[config.mk]
export PLATFORM = sky130hd
export DESIGN_NAME = xor_mismatch_counter
export DESIGN_NICKNAME = d
export VERILOG_FILES = /design/src/rtl/xor_mismatch_counter.sv
export SDC_FILE = /design/constraint.sdc
export NUM_CORES = 1
export LEC_CHECK = 0
export ABC_AREA = 0
export CAP_MARGIN = 20
export CORE_ASPECT_RATIO = 1.1
export CORE_MARGIN = 4
export CORE_UTILIZATION = 55
export DETAILED_ROUTE_END_ITERATION = 6
export DONT_BUFFER_PORTS = 1
export PLACE_DENSITY_LB_ADDON = 0.25
export SLEW_MARGIN = 15
export SYNTH_ARGS = -nofsm -noshare
export SYNTH_HDL_FRONTEND = slang
export SYNTH_SLANG_ARGS = --single-unit
[constraint.sdc]
create_clock -name clk -period 2.9 [get_ports clk]
set_clock_uncertainty 0.1 [all_clocks]
set_input_delay 0.58 -clock clk [delete_from_list [all_inputs] [get_ports clk]]
set_output_delay 0.58 -clock clk [all_outputs]
set_load 0.005 [all_outputs]
[src/rtl/xor_mismatch_counter.sv]
// ---------------------------------------------------------------------------
// xor_mismatch_counter
//
// Purpose:
//   Downstream stage of the gate-level XOR comparator. Every 1 on y_in means
//   streams A and B disagreed on that bit. The inputs pass through a two-stage
//   register pipeline that absorbs gate-delay glitches. Mismatches are then
//   counted over frames of FRAME_LEN valid bits, and the block reports a
//   per-frame error count and a pass/fail flag.
//
// Parameters:
//   FRAME_LEN  valid bits per frame (1 .. 2**CNT_W-1)
//   CNT_W      width of err_count and of the internal bit index
//   ERR_LIMIT  early-abort error threshold (1 .. FRAME_LEN)
//
// Ports:
//   clk          in   1      clock, rising edge
//   rst          in   1      asynchronous, active-high reset
//   y_in         in   1      XOR comparator output (1 = mismatch)
//   in_valid     in   1      y_in carries a frame bit this cycle
//   frame_start  in   1      one-cycle pulse that begins a new frame
//   busy         out  1      frame in progress
//   frame_done   out  1      one-cycle pulse: frame finished, results valid
//   frame_ok     out  1      last completed frame had zero mismatches
//   err_count    out  CNT_W  mismatches in the current or last frame
//
// Configuration macro:
//   XOR_EARLY_ABORT_EN  when defined, a frame ends as soon as its error
//                       count reaches ERR_LIMIT. When undefined, every frame
//                       runs the full FRAME_LEN bits and ERR_LIMIT is ignored.
// ---------------------------------------------------------------------------
module xor_mismatch_counter #(
    parameter int FRAME_LEN = 16,
    parameter int CNT_W     = 5,
    parameter int ERR_LIMIT = 4
) (
    input  logic             clk,
    input  logic             rst,
    input  logic             y_in,
    input  logic             in_valid,
    input  logic             frame_start,
    output logic             busy,
    output logic             frame_done,
    output logic             frame_ok,
    output logic [CNT_W-1:0] err_count
);

    localparam logic [CNT_W-1:0] LEN_C   = CNT_W'(FRAME_LEN);
    localparam logic [CNT_W-1:0] LIMIT_C = CNT_W'(ERR_LIMIT);

`ifdef XOR_EARLY_ABORT_EN
    localparam bit EARLY_ABORT = 1'b1;
`else
    localparam bit EARLY_ABORT = 1'b0;
`endif

    typedef enum logic [1:0] {
        IDLE  = 2'd0,
        COUNT = 2'd1,
        DONE  = 2'd2
    } state_t;

    state_t           r_state;
    logic [2:0]       r_stage1;
    logic [2:0]       r_stage2;
    logic [CNT_W-1:0] r_bitIdx;
    logic [CNT_W-1:0] r_errCount;
    logic             r_busy;
    logic             r_done;
    logic             r_ok;

    logic             w_sStart;
    logic             w_sValid;
    logic             w_sY;
    logic             w_accept;
    logic [CNT_W-1:0] w_nextIdx;
    logic [CNT_W-1:0] w_nextErr;
    logic             w_frameEnd;

    // The inputs travel as one {frame_start, in_valid, y_in} bundle through
    // two registers, so all three stay aligned. The FSM only sees stage 2.
    always_ff @(posedge clk or posedge rst) begin
        if (rst) begin
            r_stage1 <= '0;
            r_stage2 <= '0;
        end else begin
            r_stage1 <= {frame_start, in_valid, y_in};
            r_stage2 <= r_stage1;
        end
    end

    assign w_sStart = r_stage2[2];
    assign w_sValid = r_stage2[1];
    assign w_sY     = r_stage2[0];

    // A start restarts both counters from zero. A valid bit in the same cycle
    // is folded in as bit 0 of the new frame, which covers both a fresh start
    // and an abort-restart from COUNT. A frame ends on the bit that reaches
    // FRAME_LEN. With early abort, it also ends on the error that reaches
    // ERR_LIMIT.
    always_comb begin
        w_accept   = 1'b0;
        w_nextIdx  = (w_sStart ? '0 : r_bitIdx) + CNT_W'(w_sValid);
        w_nextErr  = (w_sStart ? '0 : r_errCount) + CNT_W'(w_sValid & w_sY);
        w_frameEnd = w_sValid &&
                     ((w_nextIdx == LEN_C) ||
                      (EARLY_ABORT && w_sY && (w_nextErr == LIMIT_C)));
        case (r_state)
            IDLE:    w_accept = w_sStart;
            COUNT:   w_accept = w_sStart || w_sValid;
            default: w_accept = 1'b0;
        endcase
    end

    // Frame FSM with registered outputs. DONE lasts exactly one cycle and
    // ignores any start. The err_count and frame_ok values hold through IDLE
    // until the next accepted start.
    always_ff @(posedge clk or posedge rst) begin
        if (rst) begin
            r_state    <= IDLE;
            r_bitIdx   <= '0;
            r_errCount <= '0;
            r_busy     <= 1'b0;
            r_done     <= 1'b0;
            r_ok       <= 1'b0;
        end else begin
            r_done <= 1'b0;
            case (r_state)
                IDLE, COUNT: begin
                    if (w_accept) begin
                        r_bitIdx   <= w_nextIdx;
                        r_errCount <= w_nextErr;
                        if (w_frameEnd) begin
                            r_state <= DONE;
                            r_busy  <= 1'b0;
                            r_done  <= 1'b1;
                            r_ok    <= (w_nextErr == '0);
                        end else begin
                            r_state <= COUNT;
                            r_busy  <= 1'b1;
                            if (w_sStart) begin
                                r_ok <= 1'b0;
                            end
                        end
                    end
                end
                DONE: begin
                    r_state <= IDLE;
                end
                default: begin
                    r_state <= IDLE;
                    r_busy  <= 1'b0;
                end
            endcase
        end
    end

    assign busy       = r_busy;
    assign frame_done = r_done;
    assign frame_ok   = r_ok;
    assign err_count  = r_errCount;

endmodule
-- Word level (Yosys, flattened, before mapping)
Index checks and enable logic that the tools add are counted.
- output and inout port bits: 8
- logic and storage cells: 39
- register bits: 21
- input port bits: 5
- mux-type cells: 14
- bitwise operators: 2
- reductions and logical operators: 9
- equality and inequality tests: 4
- add/sub/neg operators: 2
- operator list (cell ; number):
    adder 5 x 1 -> 5 bit ; 2
    two-way mux 5 bit ; 2
    two-way mux 1 bit ; 7
    two-way mux 2 bit ; 3
    equality test 5 bit, second input constant ; 1
    zero test 5 bit ; 1
    case mux 1 bit (2 select lines) ; 2
    AND reduction 2 bit ; 2
    AND reduction 3 bit ; 1
    equality test 2 x 1 -> 1 bit, second input constant ; 1
    equality test 2 bit, second input constant ; 1
    zero test 2 bit ; 1
    inequality test 2 bit, second input constant ; 1
    nonzero test 2 bit ; 1
    OR reduction 2 bit ; 1
    bitwise AND 1 bit ; 1
    logical AND 1 bit ; 1
    logical OR 1 bit ; 1
    inverter 1 bit ; 1

-- Depth between registers and ports, before layout
- depth after elaboration: 7
- gate-level depth with buffers: 8
- gate-level depth less buffers: 7

-- Least setup slack after synthesis
OpenSTA, ideal clock, no wires.
- kind: reg2reg
- from: register r_stage2[2]
- to: register r_ok (netlist: frame_ok)
- data arrival time: 2.002 ns
- buffers on the path: 1
- setup time: 0.079 ns
- required time: 2.721 ns
- cell stages (with the launch flop): 9
- clock period less this slack: 2.181 ns
- path slack: 0.719 ns
- cell sequence: dfrtp_1 clkbuf_1 nor2b_1 ha_1 ha_1 nor2_1 nand3_1 nor4_4 mux2i_1
- word-level cells in the longest chain between the ends: 6
- elaborated cells on any way between the ends: 12
- those cells by class: add/sub: 2; eq/ne: 1; mux: 4; reduce/logical: 5
- RTL lines (element ; RTL line ; RTL):
    start: declaration ; 65 ; logic [2:0] r_stage2;
    start signal: assignment ; 88 ; r_stage2 <= r_stage1;
    two-way mux 5 bit * ; 103 ; w_nextIdx = (w_sStart ? '0 : r_bitIdx) + CNT_W'(w_sValid);
    adder 5 x 1 -> 5 bit * ; 103 ;
    named net w_nextIdx[1] ; 76 ; logic [CNT_W-1:0] w_nextIdx;
    equality test 5 bit * ; 106 ; ((w_nextIdx == LEN_C) ||
    logical AND 1 bit * ; 105 ; w_frameEnd = w_sValid &&
    nonzero test 2 bit (no line) ; -- ;
    AND reduction 3 bit (no line) ; -- ;
    end signal: assignment ; 137 ; r_ok <= (w_nextErr == '0);
    end: declaration ; 70 ; logic r_ok;
The timed path passes the listed nets; every way through them passes the cells marked *.
A chain may end at the register's enable or synchronous reset.

-- Worst setup path in the final report
- from: register r_stage2[2]
- to: register r_ok (netlist: frame_ok)
- word-level cells in the longest chain between the ends: 6
- elaborated cells on any way between the ends: 12
- those cells by class: add/sub: 2; eq/ne: 1; mux: 4; reduce/logical: 5
- RTL lines (element ; RTL line):
    two-way mux 5 bit ; 103
    adder 5 x 1 -> 5 bit ; 103
    equality test 5 bit ; 106
    logical AND 1 bit ; 105
    nonzero test 2 bit (no line) ; --
    AND reduction 3 bit (no line) ; --
Parallel ways exist; a longest one is shown, timed or not.

==> flow_metrics.py <==
metrics = {
    "yosys": {
        "avgSynthCellArea_sq_um": 10.18,
        "yosys-top-cells-count": "dfrtp_1, nand2_1, nor2b_1, nor2_1",
        "netlist.area_leader.share_pct": 52.70,
        "yosysWarningCount": 0,
        "synth_fp_nets": 107,
        "synth_edf_count": 0,
        "synth_area_leader_cell": "dfrtp_1",
        "yosysUniqueCellTypes": 28,
        "synthCells": 98,
        "yosysMostFrequentCell": "dfrtp_1",
        "ys_seq_elements": 21,
        "synthFlopType": "dfrtp_1",
        "ys_seq_area_share_pct": 52.70,
        "synthArstFlopShare_pct": 100.0,
        "syn_area_sq_um": 997.2,
        "ys_top_cells_by_area": "dfrtp_1, nand2_1, ha_1",
    },
    "layout": {
        "fillers": 126,
        "final_nets": 110,
        "n_antenna_cell": 0,
        "final_area_sq_um": 1037,
        "area_growth_pct": 4.015,
        "drive_gt1_share_pct": 7.000,
    },
    "setup_path": {
        "timing.rr.end": "frame_ok$_DFFE_PP0P_",
        "cpMostUsedCell": "ha_1",
        "crit_path_cell_trace": "nor2b_1, ha_1, ha_1, xnor2_1, nand3_1, nor4_4, mux2i_1",
        "r2r_slack_ns": 0.65,
        "cp_num_buf_inv": 0,
        "max_stage_delay_ns": 0.63,
        "worst_ep_required_time_ns": 3.03,
        "r2r.worst_path.cells": 7,
        "crit-reg2reg-launch": "r_stage2[2]$_DFF_PP0_",
        "worst-endpoint-arrival_ns": 2.38,
        "end_kind": "flop",
        "crit_fanout": 16,
        "worstSetupPathType": "flop to flop",
        "critical-path-top-delay-family": "flip-flops",
        "start_kind": "flop",
        "slowest_stage": "dfrtp_1",
    },
    "timing": {
        "final-hold-violation-count": 0,
        "slew_violations": 0,
        "fmax_mhz": 445.0,
        "finalSetupViolCount": 0,
        "post-route-min-period_ns": 2.247,
        "rsz0062_at_grt": "false",
        "fin_hold_ws_ns": 0.1939,
        "worst_slew_pin_slew_ns": 0.7688,
        "setup_tns_ns": 0,
        "relSlewSlack_pct": 48.69,
        "period_share_pct": 77.49,
    },
    "clock_network": {
        "cts-root-buf": "clkbuf_4",
        "ctsHoldBuffers": 0,
        "post_cts_buffers": 0,
        "worstSkewPairLatency_ns": 0.30,
        "path_clk_slew_ns": 0.11,
        "cts_tree": "done",
        "cts.htree.levels": 1,
        "cts_sinks": 21,
        "cts_resized": 0,
        "clockBufferDepth": 2,
        "cts_made_buffers": 3,
    },
    "flow_run": {
        "maxCapViolations": 0,
    },
    "placed_design": {
        "portBuffers": 0,
        "dpl_cell_area_sq_um": 1011,
        "dp_hpwl_mm": 1.229,
        "gp_congestion": 0.7892,
    },
    "floorplanning": {
        "dieArea_sq_um": 2559,
        "die_w_um": 48.60,
        "rows": 15,
        "start_util_pct": 61.07,
        "coreArea_sq_um": 1633,
        "pin_count": 13,
        "die_y_um": 52.66,
    },
    "detailed_routing": {
        "drt_iter0_drc": 8,
        "post_drt_wl_per_cell_um": 14.10,
        "ant_nets": 0,
        "drc": 0,
        "viasPerCell": 6.051,
        "wirelength_mm": 1.650,
        "vias": 708,
        "dr.pass1.iters": 4,
    },
    "pwr": {
        "p_leak_uw": 0.0004812,
        "p_total_uw": 497.9,
        "max-vdd-ir-drop_mv": 0.3190,
        "p_per_area_nw_per_um2": 480.0,
    },
    "global_route": {
        "grt_usage_pct": 14.23,
        "grt_overflow": 0,
        "grt_pass1_wl_mm": 2.877,
        "grt_max_degree": 22,
        "grt_antenna_before_repair": 0,
        "grt_pass1_vias": 664,
    },
    "outcome": {
        "status": "finished, final reports clean",
    },
    "hold_path": {
        "min_path_type": "primary input to asynchronous set/reset pin",
    },
}
-- power breakdown --
part	total, uW	switching (uW)	internal, uW
Clock	137	83.6	53.5
Combinational	44.0	27.5	16.5
Sequential	317	11.7	305
-- flip-flops by register name, summed over array words and instances, names as in the netlist --
name / count
frame_done: 1
err_count: 5
frame_ok: 1
r_stage2: 3
r_stage1: 3
r_bitIdx: 5
busy: 1
r_state: 2
-- worst max path at each step --
| stage | start | to | slack [ns] | cells after the start |
|---|---|---|---|---|
| floorplan | r_stage2[2]$_DFF_PP0_ | frame_ok$_DFFE_PP0P_ | 0.72 | 8 |
| global placement | r_stage2[2]$_DFF_PP0_ | frame_ok$_DFFE_PP0P_ | 0.70 | 7 |
| detailed placement | r_stage2[2]$_DFF_PP0_ | frame_ok$_DFFE_PP0P_ | 0.66 | 7 |
| CTS | r_stage2[2]$_DFF_PP0_ | frame_ok$_DFFE_PP0P_ | 0.64 | 7 |
| global route | r_stage2[2]$_DFF_PP0_ | frame_ok$_DFFE_PP0P_ | 0.45 | 7 |
| finish | r_stage2[2]$_DFF_PP0_ | frame_ok$_DFFE_PP0P_ | 0.65 | 7 |
-- cell type report --
class                      instances  area [sq um]  share of cell area [%]
sequential                        21         525.5                   50.66
tap                               17         21.27                   2.051
clock buffer                       4         26.28                   2.533
inverter                           3         11.26                   1.086
multi-input combinational         72         452.9                   43.67
-- metal layers --
layer	global-route usage (%)	part of all wire (%)	wire length [um]
met1	16.43	46	767
met4	4.036	0	0
met5	0	0	0
met2	25.87	49	802
met3	3.704	4.8	80
-- through the flow --
stage / setup slack (ns) / instances / utilization [%]
2_1_floorplan: 0.7190 / 98 / -
3_3_place_gp: 0.6977 / 113 / 61.92
3_5_place_dp: 0.6559 / 113 / 61.92
4_1_cts: 0.6354 / 117 / 63.52
5_1_grt: 0.4471 / 117 / 63.52
6_report: 0.6529 / 117 / 63.52
-- kinds of logic (layout without fill, tap and decap cells) --
family / after synthesis / in the layout / share of synthesized area [%]
AND/OR/NAND/NOR: 47 / 47 / 24.59
AO/OA/AOI/OAI: 16 / 16 / 10.42
multiplexers: 4 / 4 / 4.517
buffers and inverters: 5 / 7 / 1.882
flip-flops: 21 / 21 / 52.70
adder cells (fa/ha/maj): 4 / 4 / 5.019
XOR/XNOR: 1 / 1 / 0.8785
-- cell usage in the layout, fill, tap and decap left out, drive strengths merged --
master  Yosys  routed
nor2        6       6
a31oi       1       1
xnor2       1       1
ha          4       4
nor2b       7       7
nor3        3       3
nand3       6       6
o21ai       5       5
a21oi       2       2
o22a        1       1
nor4        3       3
mux2i       3       3
clkbuf      2       4
o211ai      1       1
mux2        1       1
and4        1       1
dfrtp      21      21
o21bai      1       1
a211o       1       1
inv         3       3
o31ai       1       1
and2        2       2
a22oi       1       1
a211oi      2       2
or2         1       1
nand2      18      18
-- worst register-to-register path, delay by kind of cell, from the launching register on --
family	cells	cell delay, ns
xor gates and xnor gates	1	0.16
muxes	1	0.21
DFF	1	0.63
and+or+nand+nor	3	0.61
adders and majority gates	2	0.48
Power figures use the tool's default switching activity.
